**config.mk**
```make
export PLATFORM = sky130hd
export DESIGN_NAME = game_time_display_flat
export DESIGN_NICKNAME = d
export VERILOG_FILES = /design/src/rtl/game_time_display_if.sv /design/src/rtl/game_time_display.sv /design/src/flat_wrapper.sv
export SDC_FILE = /design/constraint.sdc
export NUM_CORES = 1
export LEC_CHECK = 0
export ABC_AREA = 0
export CAP_MARGIN = 5
export CORE_MARGIN = 2
export CORE_UTILIZATION = 60
export CTS_CLUSTER_DIAMETER = 120
export DETAILED_ROUTE_END_ITERATION = 10
export HOLD_SLACK_MARGIN = 0.06
export PLACE_DENSITY_LB_ADDON = 0.15
export SYNTH_ARGS = -nofsm -noshare
export SYNTH_HDL_FRONTEND = slang
export SYNTH_HIERARCHICAL = 1
export SYNTH_SLANG_ARGS = --single-unit
```
**constraint.sdc**
```tcl
create_clock -name sys_clk -period 5.9 [get_ports sys_clk]
set_input_delay 1.18 -clock sys_clk [delete_from_list [all_inputs] [get_ports sys_clk]]
set_output_delay 1.18 -clock sys_clk [all_outputs]
set_load 0.05 [all_outputs]
```
**src/rtl/game_time_display_if.sv**
```systemverilog
// Timer-to-display bundle: BCD digits and saturation flag in, segment/digit-select pins out.
interface game_time_display_if;
  logic [3:0] time_1s;
  logic [3:0] time_10s;
  logic [3:0] time_100s;
  logic       time_max_flag;
  logic [7:0] seg;
  logic [2:0] sel;

  modport master (output time_1s, time_10s, time_100s, time_max_flag,
                  input  seg, sel);
  modport slave  (input  time_1s, time_10s, time_100s, time_max_flag,
                  output seg, sel);
endinterface

```
**src/rtl/game_time_display.sv**
```systemverilog
// Three-digit multiplexed common-anode 7-segment driver for the game timer, with
// per-frame snapshot, leading-zero blanking, dash for non-BCD and blink at saturation.

module game_time_digit (
  input  logic [3:0] code,
  input  logic       blank,
  output logic [7:0] pat
);
  // Active-low {dp,g,f,e,d,c,b,a}; dp stays dark.
  always_comb begin
    pat = 8'hBF;
    case (code)
      4'd0:    pat = 8'hC0;
      4'd1:    pat = 8'hF9;
      4'd2:    pat = 8'hA4;
      4'd3:    pat = 8'hB0;
      4'd4:    pat = 8'h99;
      4'd5:    pat = 8'h92;
      4'd6:    pat = 8'h82;
      4'd7:    pat = 8'hF8;
      4'd8:    pat = 8'h80;
      4'd9:    pat = 8'h90;
      default: pat = 8'hBF;
    endcase
    if (blank) pat = 8'hFF;
  end
endmodule

module game_time_display #(
  parameter int SCAN_DIV  = 50000,
  parameter int DEAD_CYC  = 16,
  parameter int BLINK_DIV = 12500000,
  parameter int LZ_BLANK  = 1
) (
  input  logic               sys_clk,
  input  logic               sys_rst_n,
  game_time_display_if.slave tif
);
  localparam int NUM_DIG = 3;
  localparam int SCAN_W  = (SCAN_DIV  > 1) ? $clog2(SCAN_DIV)  : 1;
  localparam int BLINK_W = (BLINK_DIV > 1) ? $clog2(BLINK_DIV) : 1;

  logic [SCAN_W-1:0]               scan_cnt;
  logic [1:0]                      idx;
  logic [BLINK_W-1:0]              blink_cnt;
  logic                            blink_on;
  logic                            init_done;
  logic [NUM_DIG-1:0][3:0]         shd_dig;
  logic                            shd_max;
  logic [NUM_DIG-1:0][7:0]         dig_pat;
  logic [7:0]                      seg_q, seg_d;
  logic [2:0]                      sel_q, sel_d;
  logic                            scan_wrap, blink_wrap, snap;

  assign scan_wrap  = (scan_cnt == SCAN_W'(SCAN_DIV - 1));
  assign blink_wrap = (blink_cnt == BLINK_W'(BLINK_DIV - 1));
  // Frame boundary (idx 2 -> 0) or the first cycle out of reset.
  assign snap       = !init_done || (scan_wrap && idx == 2'd2);

  generate
    for (genvar i = 0; i < NUM_DIG; i++) begin : g_dig
      logic blank;
      if (i == 0 || LZ_BLANK == 0) begin : g_nb
        assign blank = 1'b0;
      end else begin : g_lz
        // Blank only when this digit and every higher one are literal zero.
        always_comb begin
          blank = 1'b1;
          for (int j = i; j < NUM_DIG; j++)
            if (shd_dig[j] != 4'd0) blank = 1'b0;
        end
      end
      game_time_digit u_dig (
        .code  (shd_dig[i]),
        .blank (blank),
        .pat   (dig_pat[i])
      );
    end
  endgenerate

  always_comb begin
    seg_d = 8'hFF;
    sel_d = 3'b111;
    if (scan_cnt >= SCAN_W'(DEAD_CYC) && blink_on) begin
      seg_d = dig_pat[idx];
      sel_d = ~(3'b001 << idx);
    end
  end

  always_ff @(posedge sys_clk) begin
    if (!sys_rst_n) begin
      scan_cnt  <= '0;
      idx       <= 2'd0;
      blink_cnt <= '0;
      blink_on  <= 1'b1;
      init_done <= 1'b0;
      shd_dig   <= '0;
      shd_max   <= 1'b0;
      seg_q     <= 8'hFF;
      sel_q     <= 3'b111;
    end else begin
      init_done <= 1'b1;
      seg_q     <= seg_d;
      sel_q     <= sel_d;
      scan_cnt  <= scan_wrap ? '0 : scan_cnt + 1'b1;
      if (scan_wrap) idx <= (idx == 2'd2) ? 2'd0 : idx + 2'd1;

      if (snap) begin
        shd_dig[0] <= tif.time_1s;
        shd_dig[1] <= tif.time_10s;
        shd_dig[2] <= tif.time_100s;
        shd_max    <= tif.time_max_flag;
      end

      // Blink phase restarts lit whenever saturation clears at a snapshot.
      if (snap && !tif.time_max_flag) begin
        blink_cnt <= '0;
        blink_on  <= 1'b1;
      end else if (shd_max) begin
        blink_cnt <= blink_wrap ? '0 : blink_cnt + 1'b1;
        if (blink_wrap) blink_on <= ~blink_on;
      end
    end
  end

  assign tif.seg = seg_q;
  assign tif.sel = sel_q;
endmodule

```
**src/flat_wrapper.sv**
```systemverilog
// flat-port wrapper written by rule: the top's interface ports become plain ports
module game_time_display_flat 
#(
  parameter int SCAN_DIV  = 50000,
  parameter int DEAD_CYC  = 16,
  parameter int BLINK_DIV = 12500000,
  parameter int LZ_BLANK  = 1
)
  (sys_clk, sys_rst_n, tif_time_1s, tif_time_10s, tif_time_100s, tif_time_max_flag, tif_seg, tif_sel);
  game_time_display_if tif_i ();
  input  logic sys_clk;
  input  logic sys_rst_n;
  input wire logic [$bits(tif_i.time_1s)-1:0] tif_time_1s;
  input wire logic [$bits(tif_i.time_10s)-1:0] tif_time_10s;
  input wire logic [$bits(tif_i.time_100s)-1:0] tif_time_100s;
  input wire logic [$bits(tif_i.time_max_flag)-1:0] tif_time_max_flag;
  output wire logic [$bits(tif_i.seg)-1:0] tif_seg;
  output wire logic [$bits(tif_i.sel)-1:0] tif_sel;
  assign tif_i.time_1s = tif_time_1s;
  assign tif_i.time_10s = tif_time_10s;
  assign tif_i.time_100s = tif_time_100s;
  assign tif_i.time_max_flag = tif_time_max_flag;
  assign tif_seg = tif_i.seg;
  assign tif_sel = tif_i.sel;
  game_time_display #(.SCAN_DIV(SCAN_DIV), .DEAD_CYC(DEAD_CYC), .BLINK_DIV(BLINK_DIV), .LZ_BLANK(LZ_BLANK)) u_core (.sys_clk(sys_clk), .sys_rst_n(sys_rst_n), .tif(tif_i));
endmodule
```
==> results of run 1 <==
==> power groups by stage <==
stage	sequential (uW)	combinational, uW	clock, uW
after floorplan	486	80.7	0
after global placement	495	90.6	0
after detailed placement	495	92.9	0
after CTS	484	93.6	348
after global routing	487	107	370
final	485	93.6	340
==> placed cells by master (no fill, tap or decap), types with 18 or more instances in the layout <==
| cell type | n |
|---|---|
| clkdlybuf4s50_1 | 25 |
| dfxtp_1 | 68 |
| ha_1 | 18 |
| inv_1 | 19 |
| mux2i_1 | 24 |
| nand2_1 | 48 |
| nor2_1 | 28 |
| o21ai_0 | 22 |
==> path summary, 6_finish.rpt <==
kind	to	depth (start not counted)
worst max-delay path	u_core/blink_on	6
worst min-delay path	u_core/scan_cnt[15]	2
worst max register to register	u_core/shd_dig[9]	5
worst min register to register	u_core/scan_cnt[15]	2
==> registers in the layout (all words and copies together), names as in the netlist <==
register	count
u_core/blink_on	1
u_core/shd_dig	12
u_core/tif.seg	8
u_core/shd_max	1
u_core/scan_cnt	16
u_core/tif.sel	3
u_core/idx	2
u_core/blink_cnt	24
u_core/init_done	1
==> worst max-delay path: cells and delay by family <==
| kind | cells | cell delay (ns) |
|---|---|---|
| and+or+nand+nor | 1 | 0.37 |
| AOI/OAI and AO/OA | 2 | 0.34 |
| buffers and inverters | 3 | 0.97 |
==> cell families (layout without fill, tap and decap cells) <==
logic type                 Yosys count  after routing  synth area share (%)
AOI/OAI and AO/OA                   81             81                  14.8
xor gates and xnor gates            22             22                  4.91
adders and majority gates           18             18                  5.74
buffers and inverters               45             64                  6.19
DFF                                 68             68                  34.7
muxes                               24             24                  6.12
other                                4              8                 0.383
and+or+nand+nor                    183            183                  27.2
==> through the flow <==
step / hold WS [ns] / cell area, sq um / instances / total power, uW / util, %
CTS: 0.506 / 4320 / 545 / 926 / 68.0
floorplan: 0.437 / 3940 / 449 / 567 / -
detailed placement: 0.495 / 4140 / 529 / 588 / 65.3
global placement: 0.484 / 4140 / 529 / 585 / 65.3
global route: 0.541 / 4320 / 545 / 964 / 68.0
finish: 0.501 / 4320 / 545 / 918 / 68.0
==> cell usage after synthesis (3+ instances only) <==
master    number  area (sq um)
o21bai_1       6          45.0
xnor2_1        9          78.8
and3_1         5          31.3
dfxtp_1       68          1360
buf_4          7          52.6
nor2_1        28           105
buf_2          7          35.0
a21oi_1       13          65.1
nand3_1       13          65.1
or3_1          9          56.3
nor4_1         6          37.5
and4_1         6          52.6
nor3_1         6          30.0
mux2i_1       24           240
nand2_1       48           180
o31ai_1        6          45.0
inv_1         19          71.3
nor3_2        10           100
nand2b_1       8          50.1
nor4b_1        4          35.0
ha_1          18           225
a211oi_2      12           150
a211oi_1       3          22.5
nand4_1        9          56.3
or4_1          4          30.0
o211ai_1       8          60.1
o21ai_1        3          15.0
conb_1         4          15.0
o21ai_0       22           110
clkbuf_1       6          22.5
xor2_1        13           114
nor2b_1        6          37.5
==> area by class of cell <==
type / count / area share (%)
well taps: 77 / 2.23
multi-input cells: 336 / 54.1
clock inverters: 7 / 1.19
flip-flops and latches: 68 / 31.5
clock buffers: 9 / 2.87
repair buffers: 29 / 6.49
inverters: 19 / 1.65
==> routing by layer <==
| layer | part of all wire, % | track usage, % |
|---|---|---|
| met5 | 0 | 0 |
| met4 | 1.2 | 6.20 |
| met2 | 45 | 33.7 |
| met3 | 3.6 | 5.06 |
| met1 | 50 | 29.7 |
==> impl_results.md, run 1 <==
* Status: completed
* Most frequent cell on the critical path: buf_4
* IO Count at 26
* Die height at 84.9 microns
* Layout cells sized above 1 at 11.5%
* Worst-margin pin slew at 0.983 ns
* CTS sink count at 68
* Sequential share of power at 52.8%
* Skew-Pair Late Insertion Delay at around 0.34 ns
* Final setup fails at 0
* DRT iter0 DRCs at 179
* Netlist cell types at 57
* Via density per instance at 5.71
* Period utilisation layout at around 45%
* Clock share of power at a little under two fifths
* DRT Pass-1 Iters at 4
* CP Launch Type: input port
* Final min period at 2.64 ns
* Critical path peak fanout at 31
* Worst setup margin at 3.26 ns
* Fin. max-slew vios at 0
* Critical path class: input port to register
* Hold Startpoint: u_core/scan_cnt[15]
* Final wirelength at 7.30 mm
* Place WS at 2.90 ns
* # fillers at about 530
* Internal at approximately 670 uW
* Drt drc at 0
* Mapped Area at 3920 sq um
* Post_cts resized at 0
* Highest clock rate at approximately 0.38 GHz
* Post-CTS Hold Buffers at 0
* N_diodes at 0
* Die area at slightly above 7000 sq um
* Worst EP required at slightly above 6 ns
* Main synth FF type: dfxtp_1
* Vias in the first global route at 2846
* Worst reg2reg setup slack at 3.58 ns
* Net Sw Power at 253 uW
* Largest stage delay, worst path at 0.45 ns
* LEAKAGE at 0.00156 uW
* Global-route wire length before repair at 12.8 mm
* Worst IR Drop VDD at about 0.17 mV
* Clock skew at 0.00691 ns
* PwrDens at roughly 210 nW/um^2
* Max Root-Sink Buffers at 2
* Post-Syn Instances at 445
* Unrepaired setup endpoints after global routing: false
* Max-slew headroom at 34.1%
* EDFF count, synth at 0
* Seq/Total Area, Yosys at 34.7%
* CTS tree: yes
* Asr flop ratio synth at 0%
* Wire per inst at 13.4 microns
* Antenna violations before repair at 0
* Hold Vio Cnt, Final at 0
* Critical-path top delay cell: clkdlybuf4s50_1
* Critical Path, Cell by Cell: clkdlybuf4s50_1 -> buf_4 -> o21ai_0 -> a31o_1 -> buf_4 -> or3b_1
* Syn Area/Cell at 8.82 sq um
* DR vias at 3113
* Setup TNS at 0 ns
* Power share of the combinational group at 10.2%
* Worst EP arrival at 2.87 ns
* Seq. cell area at ~1400 sq um
* Pin count of the biggest net entering global routing at 32
* CTS H-Tree Depth at 3
* Hold/Removal Path Class: register to register
* Number of port buffers at 25
* Post-CTS Setup Inserts at 0
* Cell row count at 29
* Worst r2r src: u_core/scan_cnt[0]
* Clock transition at path regs at around 0.080 ns
* Die width at 84.9 microns
* Multi-input gate area at 2330 sq um
* Max cap viols at 0
* Critical path startpoint: sys_rst_n
* Post-synthesis register bit count at 68
* Clk root buf: clkbuf_8
* Worst Setup End Kind: register
* Switching Fraction at 27.6%
* Area grow syn2layout at 10.1%
* DRT antenna net count at 0
* Num CTS Buffers at 9
* Final #Nets at 496
* Routability cong. at ~0.79
* GR Overflow Total at 0
* Global-route usage over all layers at 21.5%
* Initial Util at 61.8%
* CORE AREA at 6350 sq um
* Post-DP HPWL at 5.10 mm
* Syn. warnings at 6
Note: power is estimated with default switching activity, not from simulation.
==> run 2, diff against run 1 <==
--- a/config.mk
+++ b/config.mk
@@ -8,7 +8,7 @@
 export ABC_AREA = 0
 export CAP_MARGIN = 5
 export CORE_MARGIN = 2
-export CORE_UTILIZATION = 60
+export CORE_UTILIZATION = 58
 export CTS_CLUSTER_DIAMETER = 120
 export DETAILED_ROUTE_END_ITERATION = 10
 export HOLD_SLACK_MARGIN = 0.06
==> constraint.sdc (replaced) <==
create_clock -name sys_clk -period 2.5 [get_ports sys_clk]
set_input_delay 0.5 -clock sys_clk [delete_from_list [all_inputs] [get_ports sys_clk]]
set_output_delay 0.5 -clock sys_clk [all_outputs]
set_load 0.05 [all_outputs]
==> impl_results.md, run 2 (synthesized netlist as in run 1, its figures left out) <==
* Status: completed
* Global-route wire length before repair at 13.1 mm (+2.0%)
* Internal at 1700 uW (+160%)
* Wire per inst at 13.9 microns (+3.6%)
* Period utilisation layout at roughly 82%
* Critical path peak fanout at 15 (-52%)
* WHS at 0.511 ns (+0.00979 ns)
* Clk root buf: clkbuf_8
* Setup TNS at 0 ns (unchanged)
* Global-route usage over all layers at 21.7% (+0.18 points)
* Sequential share of power at 50.0% (-2.8 points)
* Max-slew headroom at 60.3% (+26 points)
* Critical path startpoint: u_core/scan_cnt[0]
* DRT antenna net count at 0 (unchanged)
* Worst EP arrival at 2.28 ns (-0.59 ns)
* Highest clock rate at 0.487 GHz
* Worst EP required at 2.73 ns (-3.39 ns)
* Max cap viols at 0 (unchanged)
* DR vias at 3072 (-1.3%)
* Max reg flops at 24 (unchanged)
* DRT iter0 DRCs at 100 (-44%)
* Most common cell after layout, fill and taps aside: dfxtp_1
* Post-CTS Setup Inserts at 0 (unchanged)
* CORE AREA at 6460 sq um (+1.7%)
* Net Sw Power at 591 uW (+130%)
* Post_cts resized at 0 (unchanged)
* Worst IR Drop VDD at 0.381 mV (+130%)
* Hold-critical path depth at 2 (unchanged)
* Switching Fraction at 25.9% (-1.7 points)
* Biggest regs: u_core/blink_cnt: 24 flops, u_core/scan_cnt: 16 flops, u_core/shd_dig: 12 flops
* Antenna violations before repair at 0 (unchanged)
* Num CTS Buffers at 9 (unchanged)
* Area grow syn2layout at 11.5%
* # fillers at 546 (+3.4%)
* Worst-margin pin slew at 0.594 ns (-0.388 ns)
* DRT Pass-1 Iters at 4 (unchanged)
* Worst R2R End: u_core/scan_cnt[11]
* Critical path class: register to register
* Worst Reg-to-Reg Cells at 5 (unchanged)
* Worst reg2reg setup slack at 0.45 ns (-3.13 ns)
* Fin. max-slew vios at 0 (unchanged)
* Max Root-Sink Buffers at 2 (unchanged)
* CP Capture Point: u_core/scan_cnt[11]
* Hold/Removal Path Class: register to register
* LEAKAGE at 0.00160 uW (+2.0%)
* Clock skew at 0.00990 ns (+0.00299 ns)
* Worst Setup End Kind: register
* Routability cong. at 0.803 (+1.2%)
* IO Count at 26 (unchanged)
* Die height at 86.3 microns (+1.6%)
* Worst r2r src: u_core/scan_cnt[0]
* Number of port buffers at 25 (unchanged)
* Layout cells sized above 1 at 12.3% (+0.75 points)
* Final Instance Count excl. Fillers at 549 (+0.73%)
* GR Overflow Total at 0 (unchanged)
* Die width at 86.3 microns (+1.6%)
* Hold Vio Cnt, Final at 0 (unchanged)
* CTS sink count at 68 (unchanged)
* Via density per instance at 5.60 (-2.0%)
* Power share of the combinational group at 9.8% (-0.4 points)
* CP Launch Type: register
* Clock share of power at 40.2% (+3.2 points)
* Inst Count DP at 533 (+0.76%)
* PwrDens at 523 nW/um^2 (+150%)
* Initial Util at 60.8% (-1.0 points)
* N_diodes at 0 (unchanged)
* Final min period at 2.05 ns
* Post-route core utilization at 67.7% (-0.27 points)
* Drt drc at 0 (unchanged)
* Skew-Pair Late Insertion Delay at 0.35 ns (about the same)
* Commonest non-fill, non-tap cells in the layout: 68 x dfxtp_1, 48 x nand2_1, 28 x nor2_1
* Vias in the first global route at 2897 (+1.8%)
* CTS tree: yes
* Largest Register: u_core/blink_cnt
* Cell row count at 29 (unchanged)
* Final wirelength at 7.62 mm (+4.3%)
* Post-CTS Hold Buffers at 0 (unchanged)
* Pin count of the biggest net entering global routing at 24 (-25%)
* Final #Nets at 500 (+0.81%)
* Unrepaired setup endpoints after global routing: false
* Post-DP HPWL at 5.41 mm (+6.2%)
* Clock transition at path regs at 0.08 ns (about the same)
* Final setup fails at 0 (unchanged)
* CTS H-Tree Depth at 3 (unchanged)
* Die area at 7440 sq um (+3.3%)
run 2: cell types whose count changed in the layout (fill, tap and decap cells not counted):
cell,delta
bufinv_16,+1
inv_6,-1
clkinv_4,-1
clkbuf_8,+1
buf_4,+4
run 2: cell type report:
class | instances | area (sq um) | area share (%)
multi-input combinational | 336 | 2330 | 53.4
inverter | 19 | 71.3 | 1.63
tap | 77 | 96.3 | 2.20
timing repair buffer | 33 | 310 | 7.09
clock inverter | 6 | 63.8 | 1.46
clock buffer | 10 | 138 | 3.15
sequential | 68 | 1360 | 31.1
run 2: worst min path at each step:
| stage | from | endpoint | slack (ns) |
|---|---|---|---|
| final | u_core/blink_cnt[20] | u_core/blink_cnt[20] | 0.51 |
| after global routing | u_core/scan_cnt[15] | u_core/scan_cnt[15] | 0.53 |
| after CTS | u_core/blink_cnt[21] | u_core/blink_cnt[21] | 0.51 |
| after detailed placement | u_core/blink_cnt[21] | u_core/blink_cnt[21] | 0.49 |
| after global placement | u_core/scan_cnt[0] | u_core/scan_cnt[0] | 0.48 |
| after floorplan | u_core/shd_dig[3] | u_core/shd_dig[3] | 0.44 |
run 2: power by group through the flow:
stage	clock [uW]	sequential (uW)	combinational (uW)
after global routing	986	1150	254
after CTS	934	1140	225
after detailed placement	0	1170	224
final	920	1140	225
after global placement	0	1170	218
after floorplan	0	1150	191
run 2: through the flow:
step | power [uW] | area, sq um | setup slack (ns)
6_report | 2290 | 4380 | 0.448
5_1_grt | 2390 | 4380 | 0.272
4_1_cts | 2300 | 4380 | 0.449
2_1_floorplan | 1340 | 3940 | 0.571
3_3_place_gp | 1380 | 4170 | 0.550
3_5_place_dp | 1390 | 4170 | 0.503
run 2: metal layers:
layer,part of all wire (%),up-vias,GRT usage [%]
met5,0,-,0
met1,51,1424,28.9
met2,46,29,35.4
met4,1.4,0,6.82
met3,2.3,9,4.38
li1,-,1610,-
run 2: critical path: stages, from the launching register on:
cell      delay [ns]
dfxtp_1         0.45
ha_1            0.30
and4_1          0.22
and4_1          0.34
nand2b_1        0.51
nor2_1          0.10
==> run 3, diff against run 2 <==
==> constraint.sdc (replaced) <==
create_clock -name sys_clk -period 2.14 [get_ports sys_clk]
set_input_delay 0.428 -clock sys_clk [delete_from_list [all_inputs] [get_ports sys_clk]]
set_output_delay 0.428 -clock sys_clk [all_outputs]
set_load 0.05 [all_outputs]
==> impl_results.md, run 3 (synthesized netlist as in run 1, its figures left out) <==
* Unrepaired setup endpoints after global routing: false
* Number of port buffers at 25 (unchanged)
* Final setup fails at 0 (unchanged)
* Skew-Pair Late Insertion Delay at 0.33 ns (-0.02 ns)
* N_diodes at 0 (unchanged)
* Die width at 86.3 microns (unchanged)
* Wire per inst at 13.8 microns (-0.47%)
* Drt drc at 0 (unchanged)
* DRT iter0 DRCs at 132 (+32%)
* Initial Util at 60.8% (unchanged)
* Biggest regs: u_core/blink_cnt: 24 flops, u_core/scan_cnt: 16 flops, u_core/shd_dig: 12 flops
* Antenna violations before repair at 0 (unchanged)
* Commonest non-fill, non-tap cells in the layout: 68 x dfxtp_1, 48 x nand2_1, 28 x nor2_1
* Post-route core utilization at 68.0% (+0.23 points)
* Period utilisation layout at 89.7% (+7.6 points)
* Critical Path, Cell by Cell: ha_1 -> and4_1 -> nand4_2 -> or4_1 -> a211oi_2
* Critical path class: register to register
* Clock transition at path regs at 0.07 ns (about the same)
* Global-route wire length before repair at 13.3 mm (+1.5%)
* Hold/Removal Path Class: register to register
* Worst EP arrival at 2.18 ns (-0.10 ns)
* Worst reg2reg setup slack at 0.22 ns (-0.23 ns)
* Layout cells sized above 1 at 12.6% (+0.34 points)
* Area grow syn2layout at 11.9%
* PwrDens at 571 nW/um^2 (+9.2%)
* Worst IR Drop VDD at 0.371 mV (-2.7%)
* Max reg flops at 24 (unchanged)
* Status: completed
* CORE AREA at 6460 sq um (unchanged)
* Routability cong. at 0.837 (+4.3%)
* Die height at 86.3 microns (unchanged)
* CTS H-Tree Depth at 3 (unchanged)
* Hold Vio Cnt, Final at 0 (unchanged)
* IO Count at 26 (unchanged)
* Largest Register: u_core/blink_cnt
* CTS tree: yes
* Final #Nets at 503 (+0.60%)
* Max Root-Sink Buffers at 2 (unchanged)
* Critical path peak fanout at 9 (-6)
* Die area at 7440 sq um (unchanged)
* Cell row count at 29 (unchanged)
* Clk root buf: clkbuf_8
* Max cap viols at 0 (unchanged)
* DRT antenna net count at 0 (unchanged)
* LEAKAGE at 0.00160 uW (+0.28%)
* Vias in the first global route at 2993 (+3.3%)
* Global-route usage over all layers at 21.8% (+0.16 points)
* Final wirelength at 7.62 mm (about the same)
* Largest stage delay, worst path at 0.48 ns (-0.03 ns)
* Via density per instance at 5.68 (+1.5%)
* Most common cell after layout, fill and taps aside: dfxtp_1
* Highest clock rate at 0.521 GHz (+6.9%)
* CTS sink count at 68 (unchanged)
* Post-CTS Hold Buffers at 0 (unchanged)
* Post-DP HPWL at 5.50 mm (+1.7%)
* CP Launch Type: register
* Num CTS Buffers at 9 (unchanged)
* DRT Pass-1 Iters at 5 (+1)
* Worst EP required at 2.40 ns (-0.33 ns)
* Post_cts resized at 0 (unchanged)
* Fin. max-slew vios at 0 (unchanged)
* Worst-margin pin slew at 0.606 ns (+0.0118 ns)
* Setup TNS at 0 ns (unchanged)
* DR vias at 3135 (+2.1%)
* Critical-path top delay cell: or4_1
* Post-CTS Setup Inserts at 0 (unchanged)
* Pin count of the biggest net entering global routing at 31 (+29%)
* Final min period at 1.92 ns (-0.133 ns)
* Clock skew at 0.00833 ns (-0.00157 ns)
* GR Overflow Total at 0 (unchanged)
* Worst Setup End Kind: register
* Max-slew headroom at 59.5% (-0.79 points)
## run 3: changes by cell type in the layout (fill, tap and decap cells not counted), sizes merged
cell and change:
buf +3, bufinv -1, clkinvlp +1
## run 3: area by class of cell
type	instances	area, sq um
multi-input cells	336	2330
fillers	550	2070
flip-flops and latches	68	1360
repair buffers	36	358
clock buffers	10	128
well taps	77	96.3
inverters	19	71.3
clock inverters	6	41.3
## run 3: worst max-delay path: cells and delay by family (launching register included)
family,cells,cell delay (ns)
AOI/OAI and AO/OA,1,0.22
adders and majority gates,1,0.19
and+or+nand+nor,3,1.05
DFF,1,0.39
## run 3: routing by layer
metal  GRT usage, %  part of all wire [%]
met3           5.14                   3.0
met5              0                     0
met4           5.97                  0.85
met1           29.0                    50
met2           35.7                    47
## run 3: through the flow
stage,area [sq um],setup slack [ns],hold WS (ns),total power (uW),instances
6_report,4390,0.221,0.504,2510,552
2_1_floorplan,3940,0.211,0.437,1560,449
4_1_cts,4390,0.209,0.503,2540,552
3_3_place_gp,4220,0.268,0.477,1630,536
3_5_place_dp,4220,0.220,0.492,1640,536
5_1_grt,4390,0.0637,0.543,2640,552
## run 3: power by group
| part | switching, uW | total, uW | internal, uW | leakage (uW) |
|---|---|---|---|---|
| Clock | 483 | 900 | 418 | 0.0000783 |
| Sequential | 43.8 | 1330 | 1290 | 0.000552 |
| Combinational | 144 | 276 | 132 | 0.000969 |
## run 3: final timing paths
path                                          start                    to  cells after the start
worst max-delay path            u_core/blink_cnt[0]  u_core/blink_cnt[22]                      5
worst min-delay path            u_core/scan_cnt[14]   u_core/scan_cnt[14]                      2
worst max register to register  u_core/blink_cnt[0]  u_core/blink_cnt[22]                      5
worst min register to register  u_core/scan_cnt[14]   u_core/scan_cnt[14]                      2
